File: src/rtl/axi_rw_arbiter_pkg.sv
// Shared types and encodings for the IF/MEM arbiter in front of the axi_rw bridge.
package axi_arb_pkg;

    typedef enum logic [1:0] {
        IDLE    = 2'd0,
        GNT_IF  = 2'd1,
        GNT_MEM = 2'd2
    } arb_state_t;

    localparam logic [1:0] GNT_NONE   = 2'b00;
    localparam logic [1:0] GNT_IF_OH  = 2'b01;
    localparam logic [1:0] GNT_MEM_OH = 2'b10;

    localparam logic RW_READ  = 1'b0;
    localparam logic RW_WRITE = 1'b1;

    localparam logic LAST_IF  = 1'b0;
    localparam logic LAST_MEM = 1'b1;

    // A tie goes to whichever requester was not served last.
    function automatic arb_state_t pick_owner(input logic if_valid,
                                              input logic mem_valid,
                                              input logic last_grant);
        arb_state_t owner;
        if (if_valid && mem_valid) begin
            if (last_grant == LAST_MEM) begin
                owner = GNT_IF;
            end else begin
                owner = GNT_MEM;
            end
        end else if (if_valid) begin
            owner = GNT_IF;
        end else if (mem_valid) begin
            owner = GNT_MEM;
        end else begin
            owner = IDLE;
        end
        return owner;
    endfunction

endpackage

File: src/rtl/axi_rw_arbiter_if.sv
// Requester and bridge signal bundle around the arbiter; slave = arbiter view.
interface axi_rw_arbiter_if #(
    parameter int RW_DATA_WIDTH = 64,
    parameter int RW_ADDR_WIDTH = 32
);
    logic                     if_valid_i;
    logic                     if_ready_o;
    logic [RW_ADDR_WIDTH-1:0] if_addr_i;
    logic [7:0]               if_size_i;
    logic [RW_DATA_WIDTH-1:0] if_data_o;

    logic                     mem_valid_i;
    logic                     mem_ready_o;
    logic                     mem_req_i;
    logic [RW_ADDR_WIDTH-1:0] mem_addr_i;
    logic [RW_DATA_WIDTH-1:0] mem_w_data_i;
    logic [7:0]               mem_size_i;
    logic [RW_DATA_WIDTH-1:0] mem_data_o;

    logic                     rw_valid_o;
    logic                     rw_ready_i;
    logic                     rw_req_o;
    logic [RW_ADDR_WIDTH-1:0] rw_addr_o;
    logic [RW_DATA_WIDTH-1:0] rw_w_data_o;
    logic [7:0]               rw_size_o;
    logic [RW_DATA_WIDTH-1:0] rw_data_read_i;

    logic [1:0]               grant_o;

    modport slave (
        input  if_valid_i, if_addr_i, if_size_i,
        input  mem_valid_i, mem_req_i, mem_addr_i, mem_w_data_i, mem_size_i,
        input  rw_ready_i, rw_data_read_i,
        output if_ready_o, if_data_o, mem_ready_o, mem_data_o,
        output rw_valid_o, rw_req_o, rw_addr_o, rw_w_data_o, rw_size_o,
        output grant_o
    );

    modport master (
        output if_valid_i, if_addr_i, if_size_i,
        output mem_valid_i, mem_req_i, mem_addr_i, mem_w_data_i, mem_size_i,
        output rw_ready_i, rw_data_read_i,
        input  if_ready_o, if_data_o, mem_ready_o, mem_data_o,
        input  rw_valid_o, rw_req_o, rw_addr_o, rw_w_data_o, rw_size_o,
        input  grant_o
    );
endinterface

File: src/rtl/axi_rw_arbiter.sv
// Round-robin arbiter sharing one axi_rw bridge between IF (fetch) and MEM (load/store).
module axi_rw_arbiter
    import axi_arb_pkg::*;
#(
    parameter int RW_DATA_WIDTH = 64,
    parameter int RW_ADDR_WIDTH = 32
) (
    input  logic             clock,
    input  logic             reset,
    axi_rw_arbiter_if.slave  bus
);

    arb_state_t               state_r;
    arb_state_t               state_next_s;
    logic                     last_grant_r;
    logic                     last_grant_next_s;
    logic [RW_DATA_WIDTH-1:0] if_data_r;
    logic [RW_DATA_WIDTH-1:0] mem_data_r;
    logic                     if_done_s;
    logic                     mem_done_s;
    logic                     mem_is_read_s;

    assign mem_is_read_s = (bus.mem_req_i == RW_READ);

    // Completion of the owner's transaction; a bridge pulse while idle is dropped.
    always_comb begin
        if_done_s  = 1'b0;
        mem_done_s = 1'b0;
        if (!reset && bus.rw_ready_i) begin
            case (state_r)
                GNT_IF:  if_done_s  = 1'b1;
                GNT_MEM: mem_done_s = 1'b1;
                default: begin
                    if_done_s  = 1'b0;
                    mem_done_s = 1'b0;
                end
            endcase
        end else begin
            if_done_s  = 1'b0;
            mem_done_s = 1'b0;
        end
    end

    // Next owner: grant only from IDLE, release only on bridge completion.
    always_comb begin
        state_next_s      = state_r;
        last_grant_next_s = last_grant_r;
        case (state_r)
            IDLE: begin
                state_next_s = pick_owner(bus.if_valid_i, bus.mem_valid_i, last_grant_r);
            end
            GNT_IF: begin
                if (bus.rw_ready_i) begin
                    state_next_s      = IDLE;
                    last_grant_next_s = LAST_IF;
                end else begin
                    state_next_s = GNT_IF;
                end
            end
            GNT_MEM: begin
                if (bus.rw_ready_i) begin
                    state_next_s      = IDLE;
                    last_grant_next_s = LAST_MEM;
                end else begin
                    state_next_s = GNT_MEM;
                end
            end
            default: state_next_s = IDLE;
        endcase
    end

    // State, round-robin pointer and per-port held read data.
    always_ff @(posedge clock) begin
        if (reset) begin
            state_r      <= IDLE;
            last_grant_r <= LAST_MEM;
            if_data_r    <= '0;
            mem_data_r   <= '0;
        end else begin
            state_r      <= state_next_s;
            last_grant_r <= last_grant_next_s;
            if (if_done_s) begin
                if_data_r <= bus.rw_data_read_i;
            end
            if (mem_done_s && mem_is_read_s) begin
                mem_data_r <= bus.rw_data_read_i;
            end
        end
    end

    // Payload mux to the bridge and completion routing back to the owner.
    always_comb begin
        bus.grant_o     = GNT_NONE;
        bus.rw_valid_o  = 1'b0;
        bus.rw_req_o    = RW_READ;
        bus.rw_addr_o   = '0;
        bus.rw_w_data_o = '0;
        bus.rw_size_o   = 8'h00;
        bus.if_ready_o  = 1'b0;
        bus.mem_ready_o = 1'b0;
        if (reset) begin
            bus.grant_o = GNT_NONE;
        end else begin
            case (state_r)
                GNT_IF: begin
                    bus.grant_o    = GNT_IF_OH;
                    bus.rw_valid_o = bus.if_valid_i;
                    bus.rw_req_o   = RW_READ;
                    bus.rw_addr_o  = bus.if_addr_i;
                    bus.rw_size_o  = bus.if_size_i;
                    bus.if_ready_o = bus.rw_ready_i;
                end
                GNT_MEM: begin
                    bus.grant_o     = GNT_MEM_OH;
                    bus.rw_valid_o  = bus.mem_valid_i;
                    bus.rw_req_o    = bus.mem_req_i;
                    bus.rw_addr_o   = bus.mem_addr_i;
                    bus.rw_w_data_o = bus.mem_w_data_i;
                    bus.rw_size_o   = bus.mem_size_i;
                    bus.mem_ready_o = bus.rw_ready_i;
                end
                default: bus.grant_o = GNT_NONE;
            endcase
        end
    end

    // Read data: live bridge data on the completion cycle, held copy otherwise.
    always_comb begin
        bus.if_data_o  = if_data_r;
        bus.mem_data_o = mem_data_r;
        if (reset) begin
            bus.if_data_o  = '0;
            bus.mem_data_o = '0;
        end else begin
            if (if_done_s) begin
                bus.if_data_o = bus.rw_data_read_i;
            end else begin
                bus.if_data_o = if_data_r;
            end
            if (mem_done_s && mem_is_read_s) begin
                bus.mem_data_o = bus.rw_data_read_i;
            end else begin
                bus.mem_data_o = mem_data_r;
            end
        end
    end

endmodule

File: src/flat_wrapper.sv
// flat-port wrapper written by rule: the top's interface ports become plain ports
module axi_rw_arbiter_flat import axi_arb_pkg::*;
#(
    parameter int RW_DATA_WIDTH = 64,
    parameter int RW_ADDR_WIDTH = 32
)
  (clock, reset, bus_if_valid_i, bus_if_addr_i, bus_if_size_i, bus_mem_valid_i, bus_mem_req_i, bus_mem_addr_i, bus_mem_w_data_i, bus_mem_size_i, bus_rw_ready_i, bus_rw_data_read_i, bus_if_ready_o, bus_if_data_o, bus_mem_ready_o, bus_mem_data_o, bus_rw_valid_o, bus_rw_req_o, bus_rw_addr_o, bus_rw_w_data_o, bus_rw_size_o, bus_grant_o);
  axi_rw_arbiter_if #(.RW_DATA_WIDTH(RW_DATA_WIDTH), .RW_ADDR_WIDTH(RW_ADDR_WIDTH)) bus_i ();
  input  logic clock;
  input  logic reset;
  input wire logic [$bits(bus_i.if_valid_i)-1:0] bus_if_valid_i;
  input wire logic [$bits(bus_i.if_addr_i)-1:0] bus_if_addr_i;
  input wire logic [$bits(bus_i.if_size_i)-1:0] bus_if_size_i;
  input wire logic [$bits(bus_i.mem_valid_i)-1:0] bus_mem_valid_i;
  input wire logic [$bits(bus_i.mem_req_i)-1:0] bus_mem_req_i;
  input wire logic [$bits(bus_i.mem_addr_i)-1:0] bus_mem_addr_i;
  input wire logic [$bits(bus_i.mem_w_data_i)-1:0] bus_mem_w_data_i;
  input wire logic [$bits(bus_i.mem_size_i)-1:0] bus_mem_size_i;
  input wire logic [$bits(bus_i.rw_ready_i)-1:0] bus_rw_ready_i;
  input wire logic [$bits(bus_i.rw_data_read_i)-1:0] bus_rw_data_read_i;
  output wire logic [$bits(bus_i.if_ready_o)-1:0] bus_if_ready_o;
  output wire logic [$bits(bus_i.if_data_o)-1:0] bus_if_data_o;
  output wire logic [$bits(bus_i.mem_ready_o)-1:0] bus_mem_ready_o;
  output wire logic [$bits(bus_i.mem_data_o)-1:0] bus_mem_data_o;
  output wire logic [$bits(bus_i.rw_valid_o)-1:0] bus_rw_valid_o;
  output wire logic [$bits(bus_i.rw_req_o)-1:0] bus_rw_req_o;
  output wire logic [$bits(bus_i.rw_addr_o)-1:0] bus_rw_addr_o;
  output wire logic [$bits(bus_i.rw_w_data_o)-1:0] bus_rw_w_data_o;
  output wire logic [$bits(bus_i.rw_size_o)-1:0] bus_rw_size_o;
  output wire logic [$bits(bus_i.grant_o)-1:0] bus_grant_o;
  assign bus_i.if_valid_i = bus_if_valid_i;
  assign bus_i.if_addr_i = bus_if_addr_i;
  assign bus_i.if_size_i = bus_if_size_i;
  assign bus_i.mem_valid_i = bus_mem_valid_i;
  assign bus_i.mem_req_i = bus_mem_req_i;
  assign bus_i.mem_addr_i = bus_mem_addr_i;
  assign bus_i.mem_w_data_i = bus_mem_w_data_i;
  assign bus_i.mem_size_i = bus_mem_size_i;
  assign bus_i.rw_ready_i = bus_rw_ready_i;
  assign bus_i.rw_data_read_i = bus_rw_data_read_i;
  assign bus_if_ready_o = bus_i.if_ready_o;
  assign bus_if_data_o = bus_i.if_data_o;
  assign bus_mem_ready_o = bus_i.mem_ready_o;
  assign bus_mem_data_o = bus_i.mem_data_o;
  assign bus_rw_valid_o = bus_i.rw_valid_o;
  assign bus_rw_req_o = bus_i.rw_req_o;
  assign bus_rw_addr_o = bus_i.rw_addr_o;
  assign bus_rw_w_data_o = bus_i.rw_w_data_o;
  assign bus_rw_size_o = bus_i.rw_size_o;
  assign bus_grant_o = bus_i.grant_o;
  axi_rw_arbiter #(.RW_DATA_WIDTH(RW_DATA_WIDTH), .RW_ADDR_WIDTH(RW_ADDR_WIDTH)) u_core (.clock(clock), .reset(reset), .bus(bus_i));
endmodule
File: config.mk
export PLATFORM = sky130hd
export DESIGN_NAME = axi_rw_arbiter_flat
export DESIGN_NICKNAME = d
export VERILOG_FILES = /design/src/rtl/axi_rw_arbiter_pkg.sv /design/src/rtl/axi_rw_arbiter_if.sv /design/src/rtl/axi_rw_arbiter.sv /design/src/flat_wrapper.sv
export SDC_FILE = /design/constraint.sdc
export NUM_CORES = 1
export LEC_CHECK = 0
export ABC_AREA = 1
export ABC_CLOCK_PERIOD_IN_PS = 3500
export CAP_MARGIN = 10
export CORE_AREA = 2 2 174 176
export DETAILED_ROUTE_END_ITERATION = 6
export DIE_AREA = 0 0 176 178
export SKIP_LAST_GASP = 1
export SLEW_MARGIN = 10
export SYNTH_ARGS = -nofsm -noshare
export SYNTH_HDL_FRONTEND = slang
export SYNTH_SLANG_ARGS = --single-unit
File: constraint.sdc
create_clock -name clock -period 3.5 [get_ports clock]
set_input_delay 1.05 -clock clock [delete_from_list [all_inputs] [get_ports clock]]
set_output_delay 1.05 -clock clock [all_outputs]
set_load 0.005 [all_outputs]
==> metrics.md, run 1 <==
| Metric | Value |
|---|---|
| Total CTS buffers | 17 |
| Tmin final | 3.58 ns |
| Final nets | 1645 |
| Global-route wire length before repair | 42.1 mm |
| Final Max Tran Viols | 0 |
| Final setup margin | -0.0782 ns |
| Fin Hold WS | 0.478 ns |
| Root buffer cell | clkbuf_16 |
| Die width | 176 um |
| Slowest CP cell | clkdlybuf4s50_1 |
| Post-route DRC | 0 |
| Core Footprint | about 29000 um2 |
| Layout cells sized above 1 | 0.108 |
| Vias | 7806 |
| Synth Area in XOR/XNOR | 0 |
| Post-synth EDFFs | 0 |
| I/O pins | roughly 450 |
| Max incr delay on CP | ~0.57 ns |
| Worst Path Required | 2.45 ns |
| Multiplexer area fraction after synthesis | 0 |
| Post-route clock period utilization | 1.02 |
| Die area | 31300 um2 |
| Worst skew pair latency | between 0.4 and 0.5 ns |
| Reg2Reg Setup Slack | 1.73 ns |
| Max Freq | ~280 MHz |
| Largest family of logic cells by synthesized area | simple AND/OR/NAND/NOR gates |
| Synth area leaders | dfxtp_1 (42%), nand2_1 (13%), nand3_1 (10%) |
| Post-DP Area | about 12000 um2 |
| Dominant cell by count in the synthesized netlist | nand2_1 |
| Post-Syn Area per Cell | between 6 and 7 um2 |
| Initial antenna violation count | 0 |
| Leakage | roughly 5.9 nW |
| H-Tree Depth | 4 |
| Synth Warn # | 0 |
| Final core utilization | 0.430 |
| Synthesized flop and latch total | roughly 130 |
| Status | finished with violations |
| Cts-stage hold buffer count | 0 |
| Setup violators final | 10 |
| Clk buf depth | 2 |
| # rows | 63 |
| Dpl hpwl | 20.5 mm |
| Syn nets | 1170 |
| CP Launch Type | input port |
| DR vias/cell | 4.27 |
| Largest net degree at the start of global routing | 69 |
| Post-synthesis cell area | 6310 um2 |
| Synth cell count leaders | nand2_1 (218), dfxtp_1 (131), nor2_1 (131) |
| Sequential share of the synthesized area | 0.416 |
| Failing checks | negative setup slack |
| Compound-cell area share of the yosys netlist | 0.143 |
| Reg area | 2620 um2 |
| Initial Utilization | 0.214 |
| Synth Area in Adders | 0.0119 |
| Max_cap viols | 0 |
| Vias in the first global route | around 7600 |
| Netlist cell types | 21 |
| Hold WC Path Type | register to register |
| Clk_skew | around 0.011 ns |
| Relative slew slack | 0.702 |
| # port buffers | roughly 450 |
| Ys flop type | dfxtp_1 |
| Critical Path AT | 2.53 ns |
| DR WL/cell | 15.6 um |
| Fill cells | 2968 |
| CP Cell Sequence | buf_4 > inv_4 > nand3_4 > buf_12 > clkbuf_16 > o21ai_0 > clkdlybuf4s50_1 |
| Final instance area | approximately 13000 um2 |
| Syn Inst Count | 950 |
| Synth Area in Simple Gates | 0.315 |
| Clock-pin slew on the worst setup and hold paths | roughly 0.060 ns |
| Max rail drop VDD | slightly above 0.3 mV |
| # clock sinks | 131 |
| Crit end category | output pin |
| Area growth from synthesis to layout | 100% |
| Violation count after the first detailed-route iteration | 300 |
| CP Class | input port to output pin |
| Post-synth ARST share | 0 |
| Fraction of post-synthesis cell area in the top cell type by area | 0.416 |
| Crit-path max FO | 27 |
| Worst slew pin tran | between 0.4 and 0.5 ns |
| Total GRT Usage | 0.173 |
| Leading area contributor after synthesis | dfxtp_1 |
| Multi-input combinational cell area | approximately 3000 um2 |
| Final hold viol count | 0 |
| Power Dens Cells | approximately 340 nW/um2 |
| Die Ht | 178 um |
| Final GP Congestion | 0.796 |
| Total wire length | 28.4 mm |
| DR pass1 iterations | 5 |
| CTS tree | yes |
| ANT nets after route | 0 |
| Number of diodes | 0 |
| RSZ-0062 raised after global routing | yes |
| Grt total ovfl | 0 |
## placed cells by master, fill, tap and decap left out, types with 28 or more instances in the layout
| cell | Yosys | routed |
|---|---|---|
| nand3_1 | 130 | 130 |
| buf_4 | 8 | 54 |
| dfxtp_1 | 131 | 130 |
| nand2_1 | 218 | 216 |
| o21ai_1 | 7 | 28 |
| a21oi_1 | 99 | 99 |
| inv_1 | 71 | 69 |
| o21ai_0 | 58 | 32 |
| nor2_1 | 131 | 127 |
| clkdlybuf4s50_1 | 0 | 329 |
| dlymetal6s2s_1 | 0 | 33 |
| dlygate4sd2_1 | 0 | 85 |
## registers in the layout, indices dropped and copies added (netlist names)
signal and count:
u_core.if_data_r 64, u_core.state_r 2, u_core.last_grant_r 1, u_core.mem_data_r 64
## stage by stage
| step | power [mW] | std cells | setup WS, ns | TNS (ns) |
|---|---|---|---|---|
| 2_1_floorplan | 1.84 | 950 | 0.609 | 0 |
| 3_3_place_gp | 2.33 | 1765 | -0.530 | -55.56 |
| 3_5_place_dp | 2.34 | 1765 | -0.540 | -58.18 |
| 4_1_cts | 4.29 | 1824 | -0.125 | -2.65 |
| 5_1_grt | 4.41 | 1828 | -0.154 | -1.62 |
| 6_report | 4.24 | 1828 | -0.0782 | -0.534 |
## per-layer routing
layer | track usage | part of all wire | vias up
met5 | 0 | 0 | -
met2 | 0.306 | 0.50 | 258
met1 | 0.208 | 0.42 | 3525
met4 | 0.0541 | 0.018 | 0
li1 | - | - | 3995
met3 | 0.0382 | 0.057 | 28
## cell type report
type / instances / share of cell area
multi-input combinational: 662 / 0.239
sequential: 131 / 0.208
timing repair buffer: 539 / 0.442
inverter: 72 / 0.0229
timing repair inverter: 2 / 0.00139
tap: 390 / 0.0386
clock buffer: 17 / 0.0337
clock inverter: 15 / 0.0152
## worst max-delay path, delay by kind of cell
family	cells	cell delay [ns]
buf+inv	5	1.14
compound gates	1	0.23
simple gates	1	0.09
## where the power goes
part / leakage [nW] / switching (mW) / total [mW] / internal, mW
registers: 1.06 / 0.0132 / 1.55 / 1.53
clock network: 0.296 / 0.761 / 1.90 / 1.14
logic: 4.56 / 0.341 / 0.787 / 0.445
total: 5.92 / 1.12 / 4.24 / 3.12
## repair_timing
action,CTS,global route
setup buffers,19,3
pin swaps,12,2
cloned,8,1
endpoints found under the setup margin,130,75
gates resized for setup,137,56
## cells by family after synthesis
group | count (synthesis)
compound gates | 173
fa+ha+maj | 6
buf+inv | 157
flops | 131
simple gates | 483
## final timing paths
kind / cells past startpoint / endpoint / from
setup reg to reg: 11 / u_core.mem_data_r[50] / u_core.state_r[1]
hold reg to reg: 2 / u_core.if_data_r[9] / u_core.if_data_r[9]
setup / recovery: 7 / bus_if_data_o[17] / reset
hold / removal: 2 / u_core.if_data_r[9] / u_core.if_data_r[9]
Note: power is estimated with default switching activity, not from simulation.
==> run 2, diff against run 1 <==
--- a/config.mk
+++ b/config.mk
@@ -6,7 +6,7 @@
 export NUM_CORES = 1
 export LEC_CHECK = 0
 export ABC_AREA = 1
-export ABC_CLOCK_PERIOD_IN_PS = 3500
+export ABC_CLOCK_PERIOD_IN_PS = 4600
 export CAP_MARGIN = 10
 export CORE_AREA = 2 2 174 176
 export DETAILED_ROUTE_END_ITERATION = 6
==> constraint.sdc (replaced) <==
create_clock -name clock -period 4.6 [get_ports clock]
set_input_delay 1.38 -clock clock [delete_from_list [all_inputs] [get_ports clock]]
set_output_delay 1.38 -clock clock [all_outputs]
set_load 0.005 [all_outputs]
==> run 2 against run 1 <==
  * Utilization down 2.1 points
  * Worst hold slack improved by 0.0057 ns
  * Power is 26% lower
  * Largest power group unchanged
  * Sequential share of layout area rose by 1.1 points
  * Critical path type unchanged
  * Critical endpoint is now bus_mem_data_o[49]
  * Global-route usage decreased by 0.96 points
  * First-iteration DRC count grew 13%
  * Largest cell class unchanged
  * Die area is the same
  * Non-clock buffer count shrank 47
  * The run now ends clean
  * Setup slack better by 0.25 ns
==> metrics.md, run 2 (synthesis gave the netlist of run 1 again) <==
| Metric | Value |
|---|---|
| Root buffer cell | clkbuf_16 |
| Max Freq | 226 MHz |
| Total wire length | 26.7 mm (-6.1%) |
| Final GP Congestion | 0.811 (+1.9%) |
| # rows | 63 (unchanged) |
| DR pass1 iterations | 4 (-1) |
| Area growth from synthesis to layout | 90.5% |
| # clock sinks | 131 (unchanged) |
| Slowest CP cell | clkdlybuf4s50_1 |
| Total GRT Usage | 0.163 (-0.00955) |
| Vias in the first global route | 7383 (-3.5%) |
| Post-route DRC | 0 (unchanged) |
| Worst skew pair latency | 0.42 ns (about the same) |
| CP Launch Type | input port |
| RSZ-0062 raised after global routing | no |
| Final hold viol count | 0 (unchanged) |
| Worst Path Required | 3.22 ns (+0.77 ns) |
| ANT nets after route | 0 (unchanged) |
| Crit end category | output pin |
| Clock-pin slew on the worst setup and hold paths | 0.06 ns (about the same) |
| Final nets | 1597 (-2.9%) |
| Setup violators final | 0 (-10) |
| Tmin final | 4.43 ns |
| Die Ht | 178 um (unchanged) |
| Status | complete, no violations |
| Total CTS buffers | 17 (unchanged) |
| Commonest non-fill, non-tap cell in the layout | clkdlybuf4s50_1 |
| Final setup margin | 0.169 ns (+0.247 ns) |
| Hold WC Path Type | register to register |
| CP Class | input port to output pin |
| Worst slew pin tran | 0.771 ns (+0.325 ns) |
| Final Non-Filler Cells | 1780 (-2.6%) |
| Initial Utilization | 0.214 (unchanged) |
| Critical Path AT | 3.05 ns (+0.52 ns) |
| DR WL/cell | 15.0 um (-3.6%) |
| Die area | 31300 um2 (unchanged) |
| Core Footprint | 29400 um2 (unchanged) |
| Bufs and invs on worst path | 5 (unchanged) |
| Vias | 7567 (-3.1%) |
| Layout cells sized above 1 | 0.0683 (-0.0394) |
| Global-route wire length before repair | 40.0 mm (-5.0%) |
| Commonest cells after routing, fill and taps aside | clkdlybuf4s50_1 (447), nand2_1 (217), dfxtp_1 (131), nand3_1 (130), nor2_1 (127) |
| Crit-path max FO | 21 (-22%) |
| DR vias/cell | 4.25 (-0.45%) |
| Dpl cells | 1746 (-1.1%) |
| Top flop regs | u_core.if_data_r x64, u_core.mem_data_r x64, u_core.state_r x2 |
| Largest delay share family, worst path | buffers and inverters |
| Grt total ovfl | 0 (unchanged) |
| Final Max Tran Viols | 0 (unchanged) |
| Max_cap viols | 0 (unchanged) |
| Relative slew slack | 0.486 (-0.216) |
| Most used cell, CP | buf_12 |
| H-Tree Depth | 4 (unchanged) |
| Violation count after the first detailed-route iteration | 338 (+13%) |
| Clk buf depth | 2 (unchanged) |
| CP Cell Sequence | dlygate4sd2_1 > nand2_2 > nor2_4 > buf_12 > buf_12 > buf_12 > nand3_1 > nand2_1 > nor2_2 > clkdlybuf4s50_1 |
| Post-place setup slack | -0.109 ns (+0.432 ns) |
| Max incr delay on CP | 0.52 ns (-0.05 ns) |
| Clk_skew | 0.00726 ns (-0.00375 ns) |
| Initial antenna violation count | 0 (unchanged) |
| Dpl hpwl | 20.3 mm (-0.87%) |
| Largest net degree at the start of global routing | 71 (+2.9%) |
| Number of diodes | 0 (unchanged) |
| Power Dens Cells | 261 nW/um2 (-22%) |
| Leakage | 4.57 nW (-23%) |
| CTS tree | yes |
| Post-route clock period utilization | 0.963 |
| Die width | 176 um (unchanged) |
| # port buffers | 451 (unchanged) |
| Max rail drop VDD | 0.234 mV (-24%) |
| I/O pins | 452 (unchanged) |
## run 2: repair_timing
item / CTS / global route
gates resized for setup: 8 / 4
gates cloned: 0 / 1
buffers inserted: 0 / 1
pin swaps: 1 / 1
hold buffers: 0 / 0
endpoints found under the setup margin: 82 / 49
## run 2: final timing paths
check	start	end	slack, ns	cells after the start
worst max-delay path	bus_rw_ready_i	bus_mem_data_o[49]	0.17	10
worst min register to register	u_core.last_grant_r	u_core.last_grant_r	0.48	2
worst max register to register	u_core.state_r[0]	u_core.mem_data_r[40]	2.79	11
worst min-delay path	u_core.last_grant_r	u_core.last_grant_r	0.48	2
## run 2: worst min-delay path, delay by kind of cell, from the launching register on
family | cells | cell delay (ns)
compound gates | 1 | 0.07
flops | 1 | 0.32
simple gates | 1 | 0.05
## run 2: area by class of cell
type	count	area [um2]
multi-input cells	662	3000
fillers	3008	17400
flip-flops and latches	131	2620
clock buffers	17	425
repair inverters	1	8.76
repair buffers	492	5000
clock inverters	15	171
inverters	72	299
well taps	390	488
## run 2: metrics by stage
step / hold slack [ns] / utilization / total power, mW / setup TNS (ns) / area, um2
6_report: 0.484 / 0.409 / 3.13 / 0 / 12000
2_1_floorplan: 0.449 / - / 1.40 / 0 / 6310
4_1_cts: 0.484 / 0.408 / 3.17 / 0 / 12000
3_3_place_gp: 0.467 / 0.386 / 1.76 / -2.65 / 11400
3_5_place_dp: 0.471 / 0.386 / 1.76 / -3.24 / 11400
5_1_grt: 0.506 / 0.409 / 3.28 / 0 / 12000
## run 2: where the power goes
group	internal, mW	switching, mW	total (mW)
combinational	0.321	0.244	0.564
sequential	1.17	0.00999	1.18
clock	0.815	0.579	1.39
## run 2: routing by layer
metal | global-route usage | vias up | part of all wire
met4 | 0.0603 | 0 | 0.027
li1 | - | 3902 | -
met3 | 0.0469 | 37 | 0.067
met1 | 0.191 | 3361 | 0.41
met5 | 0 | - | 0
met2 | 0.284 | 267 | 0.49
